<file path="config.mk">
export PLATFORM = sky130hd
export DESIGN_NAME = ka_req_arb
export DESIGN_NICKNAME = d
export VERILOG_FILES = /design/src/rtl/ka_req_arb.sv
export SDC_FILE = /design/constraint.sdc
export NUM_CORES = 1
export LEC_CHECK = 0
export ABC_AREA = 1
export CORE_AREA = 2 2 389 391
export DETAILED_ROUTE_END_ITERATION = 10
export DIE_AREA = 0 0 391 393
export PLACE_DENSITY = 0.36
export REMOVE_ABC_BUFFERS = 1
export SETUP_SLACK_MARGIN = 0.2
export SLEW_MARGIN = 20
export SYNTH_ARGS = -nofsm -noshare
export SYNTH_HDL_FRONTEND = slang
export SYNTH_SLANG_ARGS = --single-unit
export TNS_END_PERCENT = 50
</file>
<file path="constraint.sdc">
create_clock -name clk -period 2.23 [get_ports clk]
set_input_delay 0.3345 -clock clk [delete_from_list [all_inputs] [get_ports clk]]
set_output_delay 0.3345 -clock clk [all_outputs]
set_load 0.1 [all_outputs]
</file>
<file path="src/rtl/ka_req_arb.sv">
// Round-robin packet arbiter for the shared KA decode path: grants are held per packet
// until an EOP beat or the beat watchdog releases them; output is a registered valid/ready stage.
module ka_req_arb #(
  parameter  int NREQ     = 4,
  parameter  int DW       = 196,
  parameter  int MAXBEATS = 16,
  localparam int GW       = (NREQ > 1) ? $clog2(NREQ) : 1
) (
  input  logic                 clk,
  input  logic                 reset_n,
  input  logic [NREQ-1:0]      req_valid,
  input  logic [NREQ*DW-1:0]   req_dat,
  output logic [NREQ-1:0]      req_ready,
  output logic [DW-1:0]        t_ka_dat,
  output logic                 t_ka_valid,
  input  logic                 t_ka_ready,
  output logic [GW-1:0]        grant_id,
  output logic                 busy,
  output logic                 err_overrun
);

  typedef enum logic {IDLE, BUSY} state_t;

  state_t        state_reg, state_next;
  logic [GW-1:0] grant_reg, grant_next;
  logic [GW-1:0] rr_ptr_reg, rr_ptr_next;
  logic [7:0]    beat_cnt_reg, beat_cnt_next;
  logic [DW-1:0] out_dat_reg, out_dat_next;
  logic          out_valid_reg, out_valid_next;
  logic          err_reg, err_next;

  logic [DW-1:0] req_word [NREQ];
  logic [DW-1:0] sel_word;
  logic          slot_free;
  logic          xfer;
  logic          sel_eop;
  logic          last_beat;
  logic [GW-1:0] grant_inc;
  logic          pick_found;
  logic [GW-1:0] pick_idx;
  logic [GW-1:0] pick_cand;
  int            pick_sum;

  assign slot_free = ~out_valid_reg | t_ka_ready;

  genvar gi;
  generate
    for (gi = 0; gi < NREQ; gi++) begin : gen_req
      assign req_word[gi]  = req_dat[gi*DW +: DW];
      assign req_ready[gi] = (state_reg == BUSY) && slot_free && (grant_reg == GW'(gi));
    end
  endgenerate

  assign sel_word  = req_word[grant_reg];
  assign sel_eop   = sel_word[DW-1];
  assign xfer      = (state_reg == BUSY) && req_valid[grant_reg] && slot_free;
  // The beat about to load is the MAXBEATS-th of this grant.
  assign last_beat = (beat_cnt_reg == 8'(MAXBEATS - 1));
  assign grant_inc = (grant_reg == GW'(NREQ - 1)) ? '0 : grant_reg + 1'b1;

  // Walk from highest offset down so the nearest requester above rr_ptr wins.
  always_comb begin
    pick_found = 1'b0;
    pick_idx   = '0;
    pick_sum   = 0;
    pick_cand  = '0;
    for (int k = NREQ - 1; k >= 0; k--) begin
      pick_sum = int'(rr_ptr_reg) + k;
      if (pick_sum >= NREQ) pick_sum = pick_sum - NREQ;
      pick_cand = GW'(pick_sum);
      if (req_valid[pick_cand]) begin
        pick_found = 1'b1;
        pick_idx   = pick_cand;
      end
    end
  end

  always_comb begin
    state_next     = state_reg;
    grant_next     = grant_reg;
    rr_ptr_next    = rr_ptr_reg;
    beat_cnt_next  = beat_cnt_reg;
    out_dat_next   = out_dat_reg;
    out_valid_next = out_valid_reg;
    err_next       = 1'b0;
    if (t_ka_ready) out_valid_next = 1'b0;
    case (state_reg)
      IDLE: begin
        if (pick_found) begin
          grant_next    = pick_idx;
          beat_cnt_next = '0;
          state_next    = BUSY;
        end
      end
      BUSY: begin
        if (xfer) begin
          out_dat_next          = sel_word;
          out_dat_next[DW-1]    = sel_eop | last_beat;
          out_valid_next        = 1'b1;
          beat_cnt_next         = (beat_cnt_reg == 8'(MAXBEATS)) ? beat_cnt_reg
                                                                 : beat_cnt_reg + 8'd1;
          if (sel_eop || last_beat) begin
            err_next    = ~sel_eop;
            rr_ptr_next = grant_inc;
            state_next  = IDLE;
          end
        end
      end
      default: state_next = IDLE;
    endcase
  end

  always_ff @(posedge clk or negedge reset_n) begin
    if (!reset_n) begin
      state_reg     <= IDLE;
      grant_reg     <= '0;
      rr_ptr_reg    <= '0;
      beat_cnt_reg  <= '0;
      out_dat_reg   <= '0;
      out_valid_reg <= 1'b0;
      err_reg       <= 1'b0;
    end else begin
      state_reg     <= state_next;
      grant_reg     <= grant_next;
      rr_ptr_reg    <= rr_ptr_next;
      beat_cnt_reg  <= beat_cnt_next;
      out_dat_reg   <= out_dat_next;
      out_valid_reg <= out_valid_next;
      err_reg       <= err_next;
    end
  end

  assign t_ka_dat    = out_dat_reg;
  assign t_ka_valid  = out_valid_reg;
  assign grant_id    = grant_reg;
  assign busy        = (state_reg == BUSY);
  assign err_overrun = err_reg;

endmodule
</file>
==> After elaboration in Yosys (flattened, before gate mapping) <==
Cells that the tools add are included.
{ "word_totals": {"ff_bits": 211} }
{ "classes": {"n_addsub": 9, "magnitude_cmp": 10, "n_eq_ne": 8, "n_mux": 40, "bitwise": 6, "reduce_logical": 13} }
{ "op_table": {"columns": ["operator", "count"], "rows": [
  ["196-bit binary-select mux with 2-bit select", 1],
  ["196-bit 2-to-1 mux", 2],
  ["8-bit 2-to-1 mux", 3],
  ["1-bit 2-to-1 mux", 18],
  ["2-bit 2-to-1 mux", 9],
  ["8-bit one-hot mux with 2 select lines", 1],
  ["2-bit by 3-bit less-than comparator with 1-bit output (second input constant)", 5],
  ["3-bit greater-or-equal comparator (second input constant)", 4],
  ["1-bit binary-select mux with 2-bit select", 5],
  ["8-bit by 1-bit adder with 8-bit output (second input constant)", 1],
  ["8-bit by 4-bit equality test with 1-bit output (second input constant)", 1],
  ["8-bit by 5-bit equality test with 1-bit output (second input constant)", 1],
  ["2-bit by 1-bit subtractor with 2-bit output (second input constant)", 4],
  ["1-bit logical AND", 7],
  ["2-bit by 2-bit adder with 3-bit output (second input constant)", 2],
  ["3-bit AND reduction", 2],
  ["2-bit equality test (second input constant)", 2],
  ["2-bit != test (second input constant)", 2],
  ["2-bit AND reduction", 2],
  ["2-bit by 1-bit adder with 3-bit output (second input constant)", 1],
  ["2-bit by 3-bit greater-or-equal comparator with 1-bit output (second input constant)", 1],
  ["1-bit NOT", 3],
  ["2-bit NOT with 3-bit output", 1],
  ["2-bit by 1-bit adder with 2-bit output (second input constant)", 1],
  ["other kinds (6)", 7]
]} }

==> Longest topological paths before layout <==
Gate-level depths: netlist of the first run.
{ "logic_depth": {"ltp_word": 11, "mapped_depth": 12, "depth_no_buf": 11} }

==> Least setup slack after synthesis of the first run <==
OpenSTA, ideal clock, no wires.
{ "synth_path": {"path_type": "reg2out", "startpoint": "reg grant_reg[0], in the netlist grant_id[0]", "endpoint": "out req_ready[2]", "t_arrival_ns": 3.014, "t_required_ns": 1.896, "slack_ns": -1.119, "stages_incl_launch_ff": 7, "path_buffers": 2, "cell_sequence": "dfrtp_1 > inv_2 > clkbuf_1 > clkbuf_1 > ha_1 > inv_1 > nor2_1"} }
{ "synth_via": {"elab_chain_len": 2} }
{ "synth_rtl": {"columns": ["item", "line", "rtl"], "rows": [
  ["start, declared", "25", "logic [GW-1:0] grant_reg, grant_next;"],
  ["start signal, assigned", "124", "grant_reg <= grant_next;"],
  ["2-bit equality test", "50", "assign req_ready[gi] = (state_reg == BUSY) && slot_free && (grant_reg == GW'(gi));"],
  ["1-bit logical AND", "50", null],
  ["end, declared", "13", "output logic [NREQ-1:0] req_ready,"]
]} }
Every way passes these cells.

==> Worst setup path after layout of the first run <==
{ "layout_path": {"startpoint": "reg out_valid_reg, in the netlist t_ka_valid", "endpoint": "out req_ready[2]"} }
{ "layout_via": {"elab_chain_len": 4} }
{ "layout_rtl": {"columns": ["item", "line", "rtl"], "rows": [
  ["start, declared", "29", "logic out_valid_reg, out_valid_next;"],
  ["start signal, assigned", "128", "out_valid_reg <= out_valid_next;"],
  ["1-bit NOT", "44", "assign slot_free = ~out_valid_reg | t_ka_ready;"],
  ["1-bit bitwise OR", "44", null],
  ["1-bit logical AND (2 in a row)", "50", null]
]} }
Every way passes these cells.

==> results of run 1 <==
-- Yosys cell counts (all sizes together) --
master,count,share of area (%)
dfrtp,211,39
clkbuf,60,1.6
nor3b,1,0.055
a21boi,1,0.055
a31oi,195,8.9
ha,6,0.55
a21oi,1,0.037
xor2,3,0.19
nand2,65,1.8
o21bai,1,0.055
o211ai,2,0.18
inv,30,0.84
nand4,1,0.046
o21ai,398,15
a21o,1,0.055
buf,114,4.3
nand3,21,0.77
nor3,2,0.073
nor2,993,27
and2,1,0.046
-- metrics by stage --
stage / cell area (um2) / power, W
floorplan: 12870 / 0.02594
global placement: 25910 / 0.04209
detailed placement: 25910 / 0.04212
CTS: 27590 / 0.04972
global route: 28570 / 0.05382
finish: 28570 / 0.05089
-- worst register-to-register path: stages, from the launching register on --
cell       delay [ns]
dfrtp_4          0.56
buf_6            0.15
buf_12           0.12
o211ai_4         0.18
nand2_4          0.10
nand2_8          0.14
buf_12           0.18
clkinv_16        0.12
buf_8            0.18
clkbuf_16        0.15
a31oi_1          0.15
-- kinds of logic (layout without fill, tap and decap cells) --
family | after synthesis | after routing | share of synthesized area [%]
AOI/OAI and AO/OA | 599 | 599 | 23.85
adders and majority gates | 6 | 6 | 0.5485
and+or+nand+nor | 1084 | 1084 | 30.06
buffers and inverters | 204 | 1231 | 6.765
other | 0 | 5 | 0
xor gates and xnor gates | 3 | 3 | 0.1920
DFF | 211 | 211 | 38.58
-- cell type report --
cell class	count	area, um2
fill	17060	120700
timing repair buffer	1136	11510
multi-input combinational	1692	7924
sequential	211	5289
tap	1944	2432
clock buffer	52	1030
inverter	30	156.4
timing repair inverter	6	130.1
clock inverter	7	92.59
antenna	5	12.51
-- power groups by stage --
stage | Combinational [W] | Clock [W] | Sequential [W]
floorplan | 0.00597 | 0 | 0.0200
global placement | 0.0347 | 0 | 0.00740
detailed placement | 0.0347 | 0 | 0.00740
CTS | 0.0364 | 0.00600 | 0.00733
global route | 0.0400 | 0.00608 | 0.00776
finish | 0.0377 | 0.00567 | 0.00752
-- per-layer routing --
layer	GRT usage, %	vias to the layer above	routed length [um]	part of all wire, %
met3	3.734	93	7733	6.6
met1	17.61	8899	50340	43
met2	24.47	605	57350	49
met5	0	-	150	0.13
met4	2.155	22	1540	1.3
li1	-	9035	-	-
-- how the worst max path moves through the flow --
stage,start,end,slack (ns)
2_1_floorplan,grant_id[0]$_DFFE_PN0P_,req_ready[2],-12.92
3_3_place_gp,req_valid[1],t_ka_dat[78]$_DFFE_PN0P_,-0.13
3_5_place_dp,req_valid[1],t_ka_dat[139]$_DFFE_PN0P_,-0.13
4_1_cts,t_ka_valid$_DFF_PN0_,req_ready[0],-0.05
5_1_grt,t_ka_valid$_DFF_PN0_,req_ready[0],-0.08
6_report,t_ka_valid$_DFF_PN0_,req_ready[2],0.05
-- what timing repair did --
item,4_1_cts,5_1_grt
gates cloned,8,15
buffers inserted,20,6
pin swaps,5,37
hold buffers,1,0
setup endpoints to repair,189,94
gates resized for setup,51,152
endpoints found under the hold margin,46,0
==> reports/results.txt, run 1 <==
status: completed
Finished Layout Cells: 5083
# setup viols final: 0
CTS tree: done
Sequential Power Share: 14.8%
Hold Crit Class: input port to async pin
share of layout cells above drive strength 1: 15.51%
clock skew: 0.01437 ns
CP peak stage delay: 0.38 ns
Clock power frac: 11.2%
PortBufs: 995
final-report max-slew violation count: 0
first-pass GRT wire length: 151.5 mm
CP dominant cell by count: nor2_4
CTS max path bufs: 3
peak supply drop: 0.7270 mV
required time of the worst setup path: 1.90 ns
core area: 149200 um2
Avg Cell Area, Syn: 6.495 um2
CTS clk-pin slew, worst paths: 0.06 ns
post-placement cell count: 4969
sw power: 0.03112 W
critical path type: register to output pin
number of global-route vias before repair: 18530
setup tns final: 0 ns
worst-path fanout max: 4
Startpoint Class: register
Syn Inst Count: 2107
actual slew at the worst max-slew pin: 0.9419 ns
TritonCTS Buffers: 34
Int Pwr: 0.01977 W
final hold slack: 0.2686 ns
Post-Syn Area: 13690 um2
synth unique cells: 27
initial antenna violation count: 25
worst rel slew slack: 36.54%
post-layout minimum cycle time: 2.179 ns
leakage power figure: 11.04 nW
register bit total from synthesis: 211
Via Count: 18650
Detailed Routing Iterations Pass 1: 5
dpl ws: -0.1334 ns
gr ovfl total: 0
commonest cells after routing, fill and taps aside: nor2_1 (932), clkdlybuf4s50_1 (789), o21ai_0 (387)
GP Congestion: 0.8411
Final Net Count: 3908
reg2reg end: t_ka_dat[171]$_DFFE_PN0P_
max FFs per register: 196
crit-path cells: inv_2 > nor2_4 > nor2_4 > buf_6 > clkinvlp_4 > nor2_4 > buf_12
die area: 153700 um2
Detailed Route Iter0 Violations: 940
Clock Sinks: 211
drt wl/cell: 23.04 um
Switching Share: 61.15%
R2R Setup Slk: 0.12 ns
PD cells: 1781 nW/um2
Top delay family on crit path: buffers and inverters
Buf+Inv Stages, Crit Path: 4
Initial Utilization: 9.170%
row count: 142
IO Count: 996
CP arrival: 1.84 ns
largest net degree at the start of global routing: 78
most common cell after layout, fill and taps aside: nor2_1
final worst slack: 0.05109 ns
synth warn: 0
share of power burned in combinational logic: 74.1%
Worst path depth: 7
die height: 393 um
# H-tree levels: 2
Layout Utilization: 19.15%
DRC: 0
RSZ-0062 raised after global routing: yes
ANT nets after route: 0
Post-DP HPWL: 88.87 mm
Max Cap Viol: 0
Reg2Reg Launch Point: grant_id[0]$_DFFE_PN0P_
die width: 391 um
worst-skew pair later-pin latency: 0.57 ns
Area growth syn-to-layout: 108.8%
sequential-to-total area share from yosys stat: 38.58%
fmax: 458.9 MHz
root buffer cell: clkbuf_16
Final Cycle Share: 97.71%
Worst path slowest cell: dfrtp_1
R2R depth: 10
WL final: 117.1 mm
routed vias/inst: 3.670
Hold Violations, Final: 0
GRT Util Overall: 14.07%
CP Capture Type: output pin
No activity file was read; power rests on OpenSTA's default activity.
==> inputs of run 2 (changes only) <==
--- a/config.mk
+++ b/config.mk
@@ -6,10 +6,12 @@
 export NUM_CORES = 1
 export LEC_CHECK = 0
 export ABC_AREA = 1
-export CORE_AREA = 2 2 389 391
+export CELL_PAD_IN_SITES_DETAIL_PLACEMENT = 2
+export CELL_PAD_IN_SITES_GLOBAL_PLACEMENT = 2
+export CORE_AREA = 2 2 385 387
 export DETAILED_ROUTE_END_ITERATION = 10
-export DIE_AREA = 0 0 391 393
-export PLACE_DENSITY = 0.36
+export DIE_AREA = 0 0 387 389
+export PLACE_DENSITY_LB_ADDON = 0.08
 export REMOVE_ABC_BUFFERS = 1
 export SETUP_SLACK_MARGIN = 0.2
 export SLEW_MARGIN = 20
==> run 2 against run 1 <==
  * Sequential cell count is the same
  * Sequential share of layout area grew 0.68 points
  * Global-route usage grew 0.59 points
  * Final cell count shrank 0.83%
  * Sequential power shrank 6.1%
  * Design area shrank 3.6%
  * Clock skew grew 0.0030 ns
  * Combinational power shrank 9.3%
==> reports/results.txt, run 2 (same netlist as run 1, synthesis figures left out) <==
commonest cells after routing, fill and taps aside: nor2_1 (987), clkdlybuf4s50_1 (789), o21ai_0 (395) (was nor2_1 (932), clkdlybuf4s50_1 (789), o21ai_0 (387))
GP Congestion: 0.7660 (was 0.8411)
sw power: 0.02874 W (was 0.03112 W)
routed vias/inst: 3.731 (was 3.670)
Hold Violations, Final: 0 (unchanged)
final-report max-slew violation count: 0 (unchanged)
worst rel slew slack: 62.64% (was 36.54%)
CP Capture Type: output pin (unchanged)
# fillers: 17040 (was 17060)
critical path type: register to output pin (unchanged)
row count: 141 (was 142)
die area: 150500 um2 (was 153700 um2)
fmax: 459.1 MHz (was 458.9 MHz)
Final Cycle Share: 97.67% (was 97.71%)
number of global-route vias before repair: 21350 (was 18530)
actual slew at the worst max-slew pin: 0.5604 ns (was 0.9419 ns)
Initial Utilization: 9.335% (was 9.170%)
ANT nets after route: 0 (unchanged)
die width: 387 um (was 391 um)
Detailed Route Iter0 Violations: 507 (was 940)
most common cell after layout, fill and taps aside: nor2_1 (unchanged)
final hold slack: 0.2609 ns (was 0.2686 ns)
Area growth syn-to-layout: 101.3% (was 108.8%)
Detailed Routing Iterations Pass 1: 4 (was 5)
post-layout minimum cycle time: 2.178 ns (was 2.179 ns)
core area: 146600 um2 (was 149200 um2)
PortBufs: 995 (unchanged)
TritonCTS Buffers: 38 (was 34)
CP startpoint: busy$_DFF_PN0_ (was t_ka_valid$_DFF_PN0_)
first-pass GRT wire length: 160.0 mm (was 151.5 mm)
Startpoint Class: register (unchanged)
Switching Share: 60.68% (was 61.15%)
CTS clk-pin slew, worst paths: 0.05 ns (was 0.06 ns)
Via Count: 18810 (was 18650)
Placement Cell Area: 25750 um2 (was 25910 um2)
initial antenna violation count: 45 (was 25)
Layout Utilization: 18.79% (was 19.15%)
Clock power frac: 12.8% (was 11.2%)
status: completed (unchanged)
drt wl/cell: 22.72 um (was 23.04 um)
reg2reg end: t_ka_dat[135]$_DFFE_PN0P_ (was t_ka_dat[171]$_DFFE_PN0P_)
required time of the worst setup path: 1.90 ns (about the same)
share of power burned in combinational logic: 72.3% (was 74.1%)
Clock Sinks: 211 (unchanged)
worst-skew pair later-pin latency: 0.58 ns (was 0.57 ns)
DRC: 0 (unchanged)
R2R Setup Slk: 0.09 ns (was 0.12 ns)
CTS max path bufs: 3 (unchanged)
Sequential Power Share: 14.9% (was 14.8%)
IO Count: 996 (unchanged)
CP arrival: 1.84 ns (about the same)
GRT Util Overall: 14.67% (was 14.07%)
Reg2Reg Launch Point: grant_id[0]$_DFFE_PN0P_ (unchanged)
setup tns final: 0 ns (unchanged)
Final Net Count: 3864 (was 3908)
R2R depth: 11 (was 10)
PD cells: 1719 nW/um2 (was 1781 nW/um2)
peak supply drop: 0.4957 mV (was 0.7270 mV)
largest net degree at the start of global routing: 87 (was 78)
Int Pwr: 0.01862 W (was 0.01977 W)
Max Cap Viol: 0 (unchanged)
max FFs per register: 196 (unchanged)
final instance area: 27550 um2 (was 28570 um2)
clock skew: 0.01737 ns (was 0.01437 ns)
leakage power figure: 10.67 nW (was 11.04 nW)
# H-tree levels: 2 (unchanged)
die height: 389 um (was 393 um)
worst-path fanout max: 6 (was 4)
RSZ-0062 raised after global routing: yes (unchanged)
# setup viols final: 0 (unchanged)
gr ovfl total: 0 (unchanged)
share of layout cells above drive strength 1: 12.43% (was 15.51%)
CTS tree: done (unchanged)
WL final: 114.5 mm (was 117.1 mm)
Post-DP HPWL: 88.73 mm (was 88.87 mm)
Hold Crit Class: input port to async pin (unchanged)
root buffer cell: clkbuf_16 (unchanged)
-- run 2: worst max path at each step --
stage	endpoint	slack (ns)	depth (start not counted)
after floorplan	req_ready[2]	-12.92	4
after global placement	t_ka_dat[182]$_DFFE_PN0P_	0.04	11
after detailed placement	t_ka_dat[58]$_DFFE_PN0P_	0.008	11
after CTS	req_ready[3]	-0.02	7
after global routing	t_ka_dat[135]$_DFFE_PN0P_	-0.08	11
final	req_ready[3]	0.05	6
-- run 2: worst max-delay path, cell delays in order (launching register included) --
cell	delay, ns
dfrtp_1	0.38
inv_4	0.08
nor2_4	0.13
buf_6	0.12
clkinvlp_4	0.18
nor2_4	0.17
buf_12	0.18
-- run 2: area by class of cell --
cell class | count | area (um2) | share of cell area (%)
Clock inverter | 5 | 53.80 | 0.1953
Antenna cell | 21 | 52.55 | 0.1907
Tap cell | 1930 | 2415 | 8.765
Inverter | 30 | 146.4 | 0.5314
Timing Repair Buffer | 1094 | 10900 | 39.55
Multi-Input combinational cell | 1692 | 7522 | 27.30
Clock buffer | 58 | 1177 | 4.274
Sequential cell | 211 | 5288 | 19.19
-- run 2: metrics by stage --
stage,total power (W),setup slack (ns),instances
6_report,0.04736,0.05195,5041
2_1_floorplan,0.02594,-12.92,1933
3_5_place_dp,0.04106,0.008376,4930
3_3_place_gp,0.04056,0.03539,4930
5_1_grt,0.05081,-0.07708,5034
4_1_cts,0.04840,-0.02269,5009
-- run 2: what timing repair did --
item                                    in CTS  in global routing
cloned                                       2                  2
resized for setup                           39                  9
hold buffers                                 1                  0
buffers inserted                            13                  9
pin swaps                                    1                  0
hold endpoints to repair                    37                  0
endpoints found under the setup margin       9                213
-- run 2: power groups by stage --
stage | Sequential [W] | Combinational (W) | Clock (W)
floorplan | 0.0200 | 0.00597 | 0
detailed placement | 0.00718 | 0.0339 | 0
CTS | 0.00711 | 0.0348 | 0.00647
finish | 0.00706 | 0.0342 | 0.00608
global placement | 0.00712 | 0.0334 | 0
global route | 0.00735 | 0.0369 | 0.00656
-- run 2: per-layer routing --
| layer | track usage (%) | vias to the layer above | part of all wire, % |
|---|---|---|---|
| met5 | 0 | - | 0.32 |
| met4 | 3.415 | 56 | 2.1 |
| li1 | - | 8952 | - |
| met1 | 15.07 | 9095 | 37 |
| met2 | 27.90 | 558 | 53 |
| met3 | 5.419 | 145 | 7.5 |
